## src/rtl/plru_array_pkg.sv

```systemverilog
// Shared PLRU types and the tree-update function used by the array and its scoreboard.
// Types are sized for the largest supported tree; callers zero-extend and truncate.
package plru_array_pkg;

  localparam int unsigned MaxWayW = 6;
  localparam int unsigned MaxWays = 1 << MaxWayW;

  typedef logic [MaxWays-2:0] plru_bits_t;
  typedef logic [MaxWayW-1:0] way_t;

  // Point every node on the path of `way` away from it; heap order, root at bit 0.
  function automatic plru_bits_t plru_update(plru_bits_t bits, way_t way, int unsigned way_w);
    plru_bits_t nb  = bits;
    way_t       w   = way << (MaxWayW - way_w);
    way_t       idx = '0;
    for (int unsigned i = 0; i < MaxWayW; i++) begin
      if (i < way_w) begin
        nb[idx] = ~w[MaxWayW-1];
        idx     = (idx << 1) + way_t'(1) + way_t'(w[MaxWayW-1]);
        w       = w << 1;
      end
    end
    return nb;
  endfunction

endpackage

```

## src/rtl/plru_victim.sv

```systemverilog
// Combinational victim select: lowest invalid way wins, else walk the PLRU tree.
module plru_victim #(
  parameter  int unsigned NUM_WAYS = 4,
  localparam int unsigned WAY_W    = $clog2(NUM_WAYS)
) (
  input  logic [NUM_WAYS-2:0] bits,
  input  logic [NUM_WAYS-1:0] valid_mask,
  output logic [WAY_W-1:0]    way,
  output logic                invalid
);

  typedef logic [WAY_W-1:0]      way_idx_t;
  typedef logic [WAY_W:0]        node_t;
  typedef logic [2*NUM_WAYS-1:0] pad_t;

  way_idx_t inv_way;
  way_idx_t tree_way;
  pad_t     padded;
  node_t    idx;

  always_comb begin
    invalid = 1'b0;
    inv_way = '0;
    for (int i = NUM_WAYS - 1; i >= 0; i--) begin
      if (!valid_mask[i]) begin
        invalid = 1'b1;
        inv_way = way_idx_t'(i);
      end
    end
  end

  // Padding keeps the node index one bit wider than a way index for every size.
  always_comb begin
    padded = pad_t'(bits);
    idx    = '0;
    for (int l = 0; l < WAY_W; l++) begin
      idx = (idx << 1) + node_t'(1) + node_t'(padded[idx]);
    end
    tree_way = way_idx_t'(idx - node_t'(NUM_WAYS - 1));
  end

  assign way = invalid ? inv_way : tree_way;

endmodule

```

## src/rtl/plru_array.sv

```systemverilog
// Per-set tree pseudo-LRU tracker: update port marks a way MRU, read port yields the victim.
module plru_array
  import plru_array_pkg::*;
#(
  parameter  int unsigned NUM_WAYS = 4,
  parameter  int unsigned NUM_SETS = 8,
  localparam int unsigned WAY_W    = $clog2(NUM_WAYS),
  localparam int unsigned SET_W    = (NUM_SETS > 1) ? $clog2(NUM_SETS) : 1
) (
  input  logic                clk,
  input  logic                reset_n,
  input  logic                upd_valid,
  input  logic [SET_W-1:0]    upd_set,
  input  logic [WAY_W-1:0]    upd_way,
  input  logic                clear,
  input  logic [SET_W-1:0]    rd_set,
  input  logic [NUM_WAYS-1:0] rd_valid_mask,
  output logic [WAY_W-1:0]    replace_way,
  output logic                replace_invalid
);

  typedef logic [NUM_WAYS-2:0] set_bits_t;

  localparam logic [SET_W:0] SetLimit = NUM_SETS[SET_W:0];

  set_bits_t        state_q [NUM_SETS];
  set_bits_t        upd_next;
  set_bits_t        rd_bits;
  logic             upd_hit;
  logic             rd_hit;
  logic [SET_W-1:0] upd_idx;
  logic [SET_W-1:0] rd_idx;
  logic [WAY_W-1:0] victim_way;
  logic             victim_invalid;

  assign upd_hit = {1'b0, upd_set} < SetLimit;
  assign rd_hit  = {1'b0, rd_set} < SetLimit;
  assign upd_idx = upd_hit ? upd_set : '0;
  assign rd_idx  = rd_hit ? rd_set : '0;

  assign upd_next = set_bits_t'(plru_update(plru_bits_t'(state_q[upd_idx]), way_t'(upd_way),
                                            WAY_W));

  always_ff @(posedge clk or negedge reset_n) begin
    if (!reset_n) begin
      for (int s = 0; s < NUM_SETS; s++) state_q[s] <= '0;
    end else if (clear) begin
      for (int s = 0; s < NUM_SETS; s++) state_q[s] <= '0;
    end else if (upd_valid && upd_hit) begin
      state_q[upd_idx] <= upd_next;
    end
  end

  assign rd_bits = state_q[rd_idx];

  plru_victim #(
    .NUM_WAYS(NUM_WAYS)
  ) u_victim (
    .bits      (rd_bits),
    .valid_mask(rd_valid_mask),
    .way       (victim_way),
    .invalid   (victim_invalid)
  );

  // No bypass: a same-set update this cycle is not reflected until the next one.
  assign replace_way     = rd_hit ? victim_way : '0;
  assign replace_invalid = rd_hit & victim_invalid;

endmodule

```

## config.mk

```make
export PLATFORM = sky130hd
export DESIGN_NAME = plru_array
export DESIGN_NICKNAME = d
export VERILOG_FILES = /design/src/rtl/plru_array_pkg.sv /design/src/rtl/plru_victim.sv /design/src/rtl/plru_array.sv
export SDC_FILE = /design/constraint.sdc
export NUM_CORES = 1
export LEC_CHECK = 0
export CAP_MARGIN = 30
export CORE_MARGIN = 2
export CORE_UTILIZATION = 30
export DETAILED_ROUTE_END_ITERATION = 8
export PLACE_DENSITY = 0.58
export SYNTH_ARGS = -nofsm -noshare
export SYNTH_HDL_FRONTEND = slang
export SYNTH_SLANG_ARGS = --single-unit
export TNS_END_PERCENT = 10
```

## constraint.sdc

```tcl
create_clock -name clk -period 4.9 [get_ports clk]
set_clock_uncertainty 0.05 [all_clocks]
set_input_delay 0.735 -clock clk [delete_from_list [all_inputs] [get_ports clk]]
set_output_delay 0.735 -clock clk [all_outputs]
set_load 0.02 [all_outputs]
```

After elaboration in Yosys (flattened, before gate mapping) --
Index checks and enable logic that the tools add are counted. Widths: inputs -> output; s select.
Word-level totals: register bits 24, output and inout port bits 3, word-level logic and storage cells 51
Operators by class: add/subtract/negate cells 5, $lt $le $gt $ge 6, muxes and demuxes 25, bitwise operators 4, reduce and logical (&&, ||, !) cells 3
Operator list (number):
- $bwmux 63 | 1
- $mux 24 | 2
- $bwmux 24 | 1
- $bmux 3 s3 | 2
- $mux 3 | 5
- $mux 2 | 5
- $demux 3 s3 | 1
- $ge 4x4->1 const B | 2
- $not 3->4 | 2
- $lt 2x7->1 const B | 1
- $demux 1 s6 | 1
- $mux 1 | 6
- $add 1x1->2 const A | 2
- $lt 2x4->1 const B | 1
- $lt 4x1->1 const B | 1
- $bmux 1 s3 | 1
- $add 2x1->2 | 1
- $add 2x1->2 const B | 1
- $ge 2x1->1 const B | 1
- $logic_and 1x1->1 | 2
- $not 1->1 | 2
- $reduce_bool 2->1 | 1
- $sub 2x2->2 const B | 1

Logic depth before layout (Yosys ltp) --
Gate-level depths: netlist (run 1).
word-level depth 10, depth in mapped cells 6

Modules after synthesis --
A second synthesis (run 1) with hierarchy kept.
Unflattened totals: cells, all modules 141, area total of the unflattened synthesis 1435.1 µm²
Modules (own cells, without submodules):
- plru_array | instances 1, cells an instance 133, area each 1386.3 µm²
- plru_victim | instances 1, cells an instance 8, area each 48.8 µm²

Worst setup path after synthesis (run 1) --
Ideal clock, no wire load.
kind input port to output port, start point input rd_set[0], end point output replace_way[0], arrival time 2.016 ns, data required time 4.115 ns, path slack 2.099 ns, cell stages on the path 5, buffers on the path 1, cells stage by stage buf_2 mux4_2 mux2i_1 nor3_1 a211o_1
Between the ends: word-level cells in the longest chain between the ends 10
Ends and longest elaborated chain:
- start, declared | RTL line plru_array.sv:16 | input logic [SET_W-1:0] rd_set,
- $not 3->4 (not written as such) (*) | RTL line plru_array.sv:54 | assign rd_bits = state_q[rd_idx];
- $bmux 3 s3 (*) | RTL line plru_array.sv:54
- $mux 3 (not written as such) (*) (2 in series) | RTL line plru_array.sv:54
- $add 1x1->2 | RTL line plru_victim.sv:37 | idx = (idx << 1) + node_t'(1) + node_t'(padded[idx]);
- $bmux 1 s3 (*) | RTL line plru_victim.sv:37
- $mux 1 (not written as such) (*) | RTL line plru_victim.sv:37
- $add 2x1->2 (*) | RTL line plru_victim.sv:37
- $sub 2x2->2 (*) | RTL line plru_victim.sv:39 | tree_way = way_idx_t'(idx - node_t'(NUM_WAYS - 1));
- $mux 2 (*) | RTL line plru_victim.sv:42 | assign way = invalid ? inv_way : tree_way;
- end, declared | RTL line plru_array.sv:18 | output logic [WAY_W-1:0] replace_way,
Every way passes the cells marked *; elsewhere a longest branch is shown, timed or not. The select of a mux whose other input is x is not followed.

Worst setup path after layout (run 1) --
Ends and elaborated chain as after synthesis.

==> results of run 1 <==
==> layout by cell type (no fill, tap or decap), types with 2 or more instances in the layout <==
cell type / count
nand4b_1: 3
nand3_1: 18
o21ai_0: 17
clkbuf_8: 4
nor2_1: 16
clkdlybuf4s50_1: 18
nand2_1: 2
dfrtp_1: 24
nand4_1: 2
or3b_2: 2
mux2i_1: 5
mux4_1: 2
nand4bb_1: 3
mux4_2: 6
inv_1: 3
a21oi_1: 10
==> where the power goes <==
part	switching (mW)	internal [mW]
sequential	0.00325	0.201
combinational	0.0317	0.0263
clock	0.0624	0.0717
total	0.0974	0.300
==> per-stage QoR <==
stage          worst slack, ns  hold slack, ns  total power [mW]  utilization, %  area [µm²]
3_5_place_dp             0.999           0.449             0.266            36.4        1610
3_3_place_gp              1.04           0.461             0.263            36.0        1590
5_1_grt                  0.824           0.518             0.412            37.6        1660
6_report                 0.994           0.464             0.397            37.6        1660
2_1_floorplan             2.10           0.389             0.239               -        1390
4_1_cts                  0.976           0.469             0.400            37.6        1660
==> cell families after synthesis <==
family          synth area share [%]
simple gates                    19.9
buf+inv                         4.49
flops                           43.1
compound gates                  14.6
mux                             17.9
==> Yosys cell counts (3+ instances only) <==
cell | number | area share, %
nand4bb_1 | 3 | 2.4
nand3_1 | 18 | 6.5
clkbuf_1 | 7 | 1.9
mux2i_1 | 5 | 3.6
nor2_1 | 16 | 4.3
o21ai_0 | 17 | 6.1
nand4b_1 | 3 | 1.9
inv_1 | 3 | 0.81
mux4_2 | 6 | 9.7
a21oi_1 | 10 | 3.6
dfrtp_1 | 24 | 43
==> path summary, 6_finish.rpt <==
path / from / end / slack (ns) / cells past startpoint
max: rd_set[0] / replace_way[0] / 0.99 / 6
min: state_q[3] / state_q[3] / 0.46 / 2
max reg2reg: state_q[22] / state_q[4] / 3.11 / 4
min reg2reg: state_q[3] / state_q[3] / 0.46 / 2
max in group asynchronous: reset_n / state_q[3] / 3.57 / 2
min in group asynchronous: reset_n / state_q[1] / 0.74 / 1
==> per-layer routing <==
metal  up-vias  part of all wire (%)  wire (µm)  track usage, %
met3         6                   3.6        126            2.64
met1       566                    43       1510            18.1
met5         -                     0          0               0
li1        538                     -          -               -
met2        25                    51       1790            25.6
met4         0                   2.7         94            8.18
==> worst max-delay path, delay by kind of cell <==
kind,cells,cell delay [ns]
AOI/OAI and AO/OA,1,0.13
buffers and inverters,2,1.30
muxes,2,0.73
and+or+nand+nor,1,0.22
==> area by class of cell <==
type                    instances  area share, %
multi-input cells              97           43.9
flip-flops and latches         24           36.2
clock buffers                   4           3.32
repair buffers                 19           11.8
well taps                      52           3.92
inverters                       4          0.904
==> run metrics, run 1 <==
critical-path cell list clkdlybuf4s50_1 > mux4_2 > mux2i_1 > nor3b_1 > a211o_1 > clkdlybuf4s50_1; global-route wire length before repair 5890 µm; async set-reset flop share out of synthesis 100%; post-synth net total 151; Final Hold Fails 0; period utilisation layout 79.7%; remaining antenna violation count after routing 0; f_max 256 MHz; GRT Residual Overflow 0; Clock Tree Buf Depth 2; Max-slew headroom between 50 and 60%; first-pass iteration count of the detailed router 4; leakage power approximately 0.67 nW; CTS tree yes; die area 5200 µm²; Avg Cell Area, Syn slightly above 10 µm²; Synth Register Bits 24; Tot GR Track Use between 10% and 20%; worst vdd ir between 100 and 150 µV; post-route setup TNS 0 ns; setup bufs post-CTS 0; DRT iter0 DRCs approximately 130; CP Launch Type input port; # setup viols final 0; CP Capture Type output pin; # DRC 0; CTS Sinks 24; unrepaired setup endpoints after global routing false; count of input and output buffers 18; Placed Instances between 150 and 200; Critical Path AT 3.12 ns; EDFF count, synth 0; vias in the first global route between 1000 and 1500; Post-synth top flop dfrtp_1; Slew Limit Fails 0; Yosys cell types 30; Routed WL per cell approximately 18 µm; max reg flops 24; Die W 72.1 µm; max cap viols 0; Critical-path top delay cell clkdlybuf4s50_1; H-tree depth 1; clk_lat worst skew ~0.27 ns; Largest Register state_q; WL final roughly 3500 µm; initial antenna violation count 0; register area around 600 µm²; Hold WC Path Type reg2reg; Placeable Area about 4400 µm²; Root Driver clkbuf_8; diodes inserted 0; die height 72.1 µm; top flop regs state_q: 24 flops; CTS Buf Count 3; share of layout cells above drive strength 1 between 10% and 20%; status finished, final reports clean; min cycle time layout 3.91 ns; dpl hpwl 2700 µm; Final Non-Filler Cells 200; power density over cell area approximately 240 nW/µm²; Vias/cell roughly 5.7; most used cell, CP clkdlybuf4s50_1; Post-Syn Area ~1400 µm²; multi-input logic area about 730 µm²; clock-pin slew on the worst setup and hold paths about 0.080 ns; I/O pin count 19; area grow syn2layout 19.2%; Seq/Total Area, Yosys 43.1%; CP Max Fanout 6; CP Class in2out; worst stage delay on the critical path 0.71 ns; detailed-route via count approximately 1100; Data required, critical path just over 4 ns; cells after synthesis between 100 and 150; post-cts resize count 0; largest net degree at the start of global routing 18; fill count between 400 and 500; Worst-Margin Slew between 0.6 and 0.7 ns; gpl congestion roughly 0.77; hold_buf cts 0; Initial Util a little under a third; Rows 24; Syn. warnings 0; Final #Nets around 170
(Power assumes the default switching activity.)
==> run 2: changes to the inputs <==
--- a/config.mk
+++ b/config.mk
@@ -9,7 +9,7 @@
 export CORE_MARGIN = 2
 export CORE_UTILIZATION = 30
 export DETAILED_ROUTE_END_ITERATION = 8
-export PLACE_DENSITY = 0.58
+export PLACE_DENSITY = 0.6
 export SYNTH_ARGS = -nofsm -noshare
 export SYNTH_HDL_FRONTEND = slang
 export SYNTH_SLANG_ARGS = --single-unit
==> constraint.sdc (replaced) <==
create_clock -name clk -period 3.47 [get_ports clk]
set_clock_uncertainty 0.05 [all_clocks]
set_input_delay 0.5205 -clock clk [delete_from_list [all_inputs] [get_ports clk]]
set_output_delay 0.5205 -clock clk [all_outputs]
set_load 0.02 [all_outputs]
==> run 2 against run 1 <==
- via count increased by 1.2%
- worst hold slack improved by 0.0084 ns
- combinational power increased by 44%
- sequential power increased by 41%
- final cell count increased by 0.50%
- largest power group unchanged
- core utilization increased by 0.45 points
- final area increased by 1.2%
==> run metrics, run 2 (synthesis results as in run 1) <==
Hold WC Path Type reg2reg; Final Hold Fails 0; most frequent cells in the layout 24 x dfrtp_1, 18 x nand3_1, 18 x clkdlybuf4s50_1; met1 WL around 1400 µm; Comb power frac about 15%; period utilisation layout a little over nine tenths; Design Power 567 µW; status finished, final reports clean; worst vdd ir between 100 and 150 µV; clock power share 34.3%; Top Metal Used met4; Root Driver clkbuf_8; post-route setup TNS 0 ns; Sw Share between 20% and 30%; GRT Residual Overflow 0; remaining antenna violation count after routing 0; max reg flops 24; clk_lat worst skew approximately 0.27 ns; # setup viols final 0; power density over cell area between 300 and 400 nW/µm²; setup bufs post-CTS 0; count of input and output buffers 18; WL final between 3000 and 4000 µm; P_int about 430 µW; Data required, critical path approximately 2.9 ns; first-pass iteration count of the detailed router 4; Rows 24; Worst-Margin Slew 0.685 ns; largest net degree at the start of global routing 18; # DRC 0; CTS Sinks 24; Die W approximately 70 µm; CP Capture Type output pin; die height 72.1 µm; CTS tree yes; share of layout cells above drive strength 1 between 10% and 20%; post-cts resize count 0; DRT iter0 DRCs 75; initial antenna violation count 0; diodes inserted 0; fill count about 430; detailed-route via count about 1100; most common cell after layout, fill and taps aside dfrtp_1; share of power burned in registers just over 50%; global-route wire length before repair around 5400 µm; vias in the first global route about 1100; I/O pin count 19; min cycle time layout around 3.3 ns; leakage power ~0.68 nW; Final #Nets ~170; CP Max Fanout 6; CP Class in2out; Placeable Area about 4400 µm²; routed wl met3 131 µm; area grow syn2layout 20.7%; f_max ~300 MHz; H-tree depth 1; gpl congestion 0.806; metal2 WL 1630 µm; Max-slew headroom a little over half; Largest Register state_q; CP Launch Type input port; Routed WL per cell between 15 and 20 µm; Clock Tree Buf Depth 2; Vias/cell 5.72; unrepaired setup endpoints after global routing false; top flop regs state_q: 24 flops; dpl hpwl 2510 µm; CTS Buf Count 3; Initial Util 31.5%; hold_buf cts 0; sw power 141 µW; max cap viols 0; Tot GR Track Use 13.6%; Slew Limit Fails 0; Critical Path AT ~2.8 ns; die area around 5200 µm²; clock-pin slew on the worst setup and hold paths about 0.08 ns
-- run 2: cell count changes in the layout (fill, tap and decap cells not counted), sizes merged --
cell / previous run / this run
buf: 1 / 2
-- run 2: routing by layer --
metal | up-vias | track usage [%]
li1 | 535 | -
met5 | - | 0
met1 | 566 | 16.5
met3 | 13 | 1.94
met2 | 35 | 22.4
met4 | 0 | 8.60
-- run 2: power groups by stage --
stage          clock [mW]  sequential [mW]  combinational [mW]
3_3_place_gp            0            0.294              0.0797
3_5_place_dp            0            0.294              0.0839
2_1_floorplan           0            0.292              0.0444
5_1_grt             0.209            0.289              0.0908
6_report            0.194            0.289              0.0835
4_1_cts             0.198            0.289              0.0843
-- run 2: through the flow --
stage | setup slack [ns] | util [%] | instance area [µm²] | std cells | hold slack [ns]
floorplan | 1.10 | - | 1390 | 135 | 0.175
global placement | 0.175 | 36.5 | 1610 | 196 | 0.458
detailed placement | 0.156 | 36.8 | 1630 | 197 | 0.460
CTS | 0.132 | 38.1 | 1680 | 201 | 0.481
global route | 0.0621 | 38.1 | 1680 | 201 | 0.501
finish | 0.141 | 38.1 | 1680 | 201 | 0.472
-- run 2: worst max-delay path: stages --
cell             delay [ns]
clkdlybuf4s50_1        0.51
buf_12                 0.13
mux4_2                 0.51
mux2i_1                0.14
nor3b_1                0.22
a211o_1                0.13
clkdlybuf4s50_1        0.59
-- run 2: final timing paths --
path	startpoint	to	slack, ns	depth (start not counted)
max	rd_set[0]	replace_way[0]	0.14	7
min	state_q[9]	state_q[9]	0.47	2
max reg2reg	state_q[22]	state_q[10]	1.69	4
min reg2reg	state_q[9]	state_q[9]	0.47	2
max in group asynchronous	reset_n	state_q[17]	2.31	2
min in group asynchronous	reset_n	state_q[23]	0.56	1
-- run 2: cell type report --
| cell class | instances | area, µm² | share of cell area, % |
|---|---|---|---|
| multi-input combinational | 97 | 729 | 43.4 |
| sequential | 24 | 601 | 35.7 |
| timing repair buffer | 20 | 215 | 12.8 |
| tap | 52 | 65.1 | 3.87 |
| clock buffer | 4 | 55.1 | 3.28 |
| inverter | 4 | 15.0 | 0.894 |
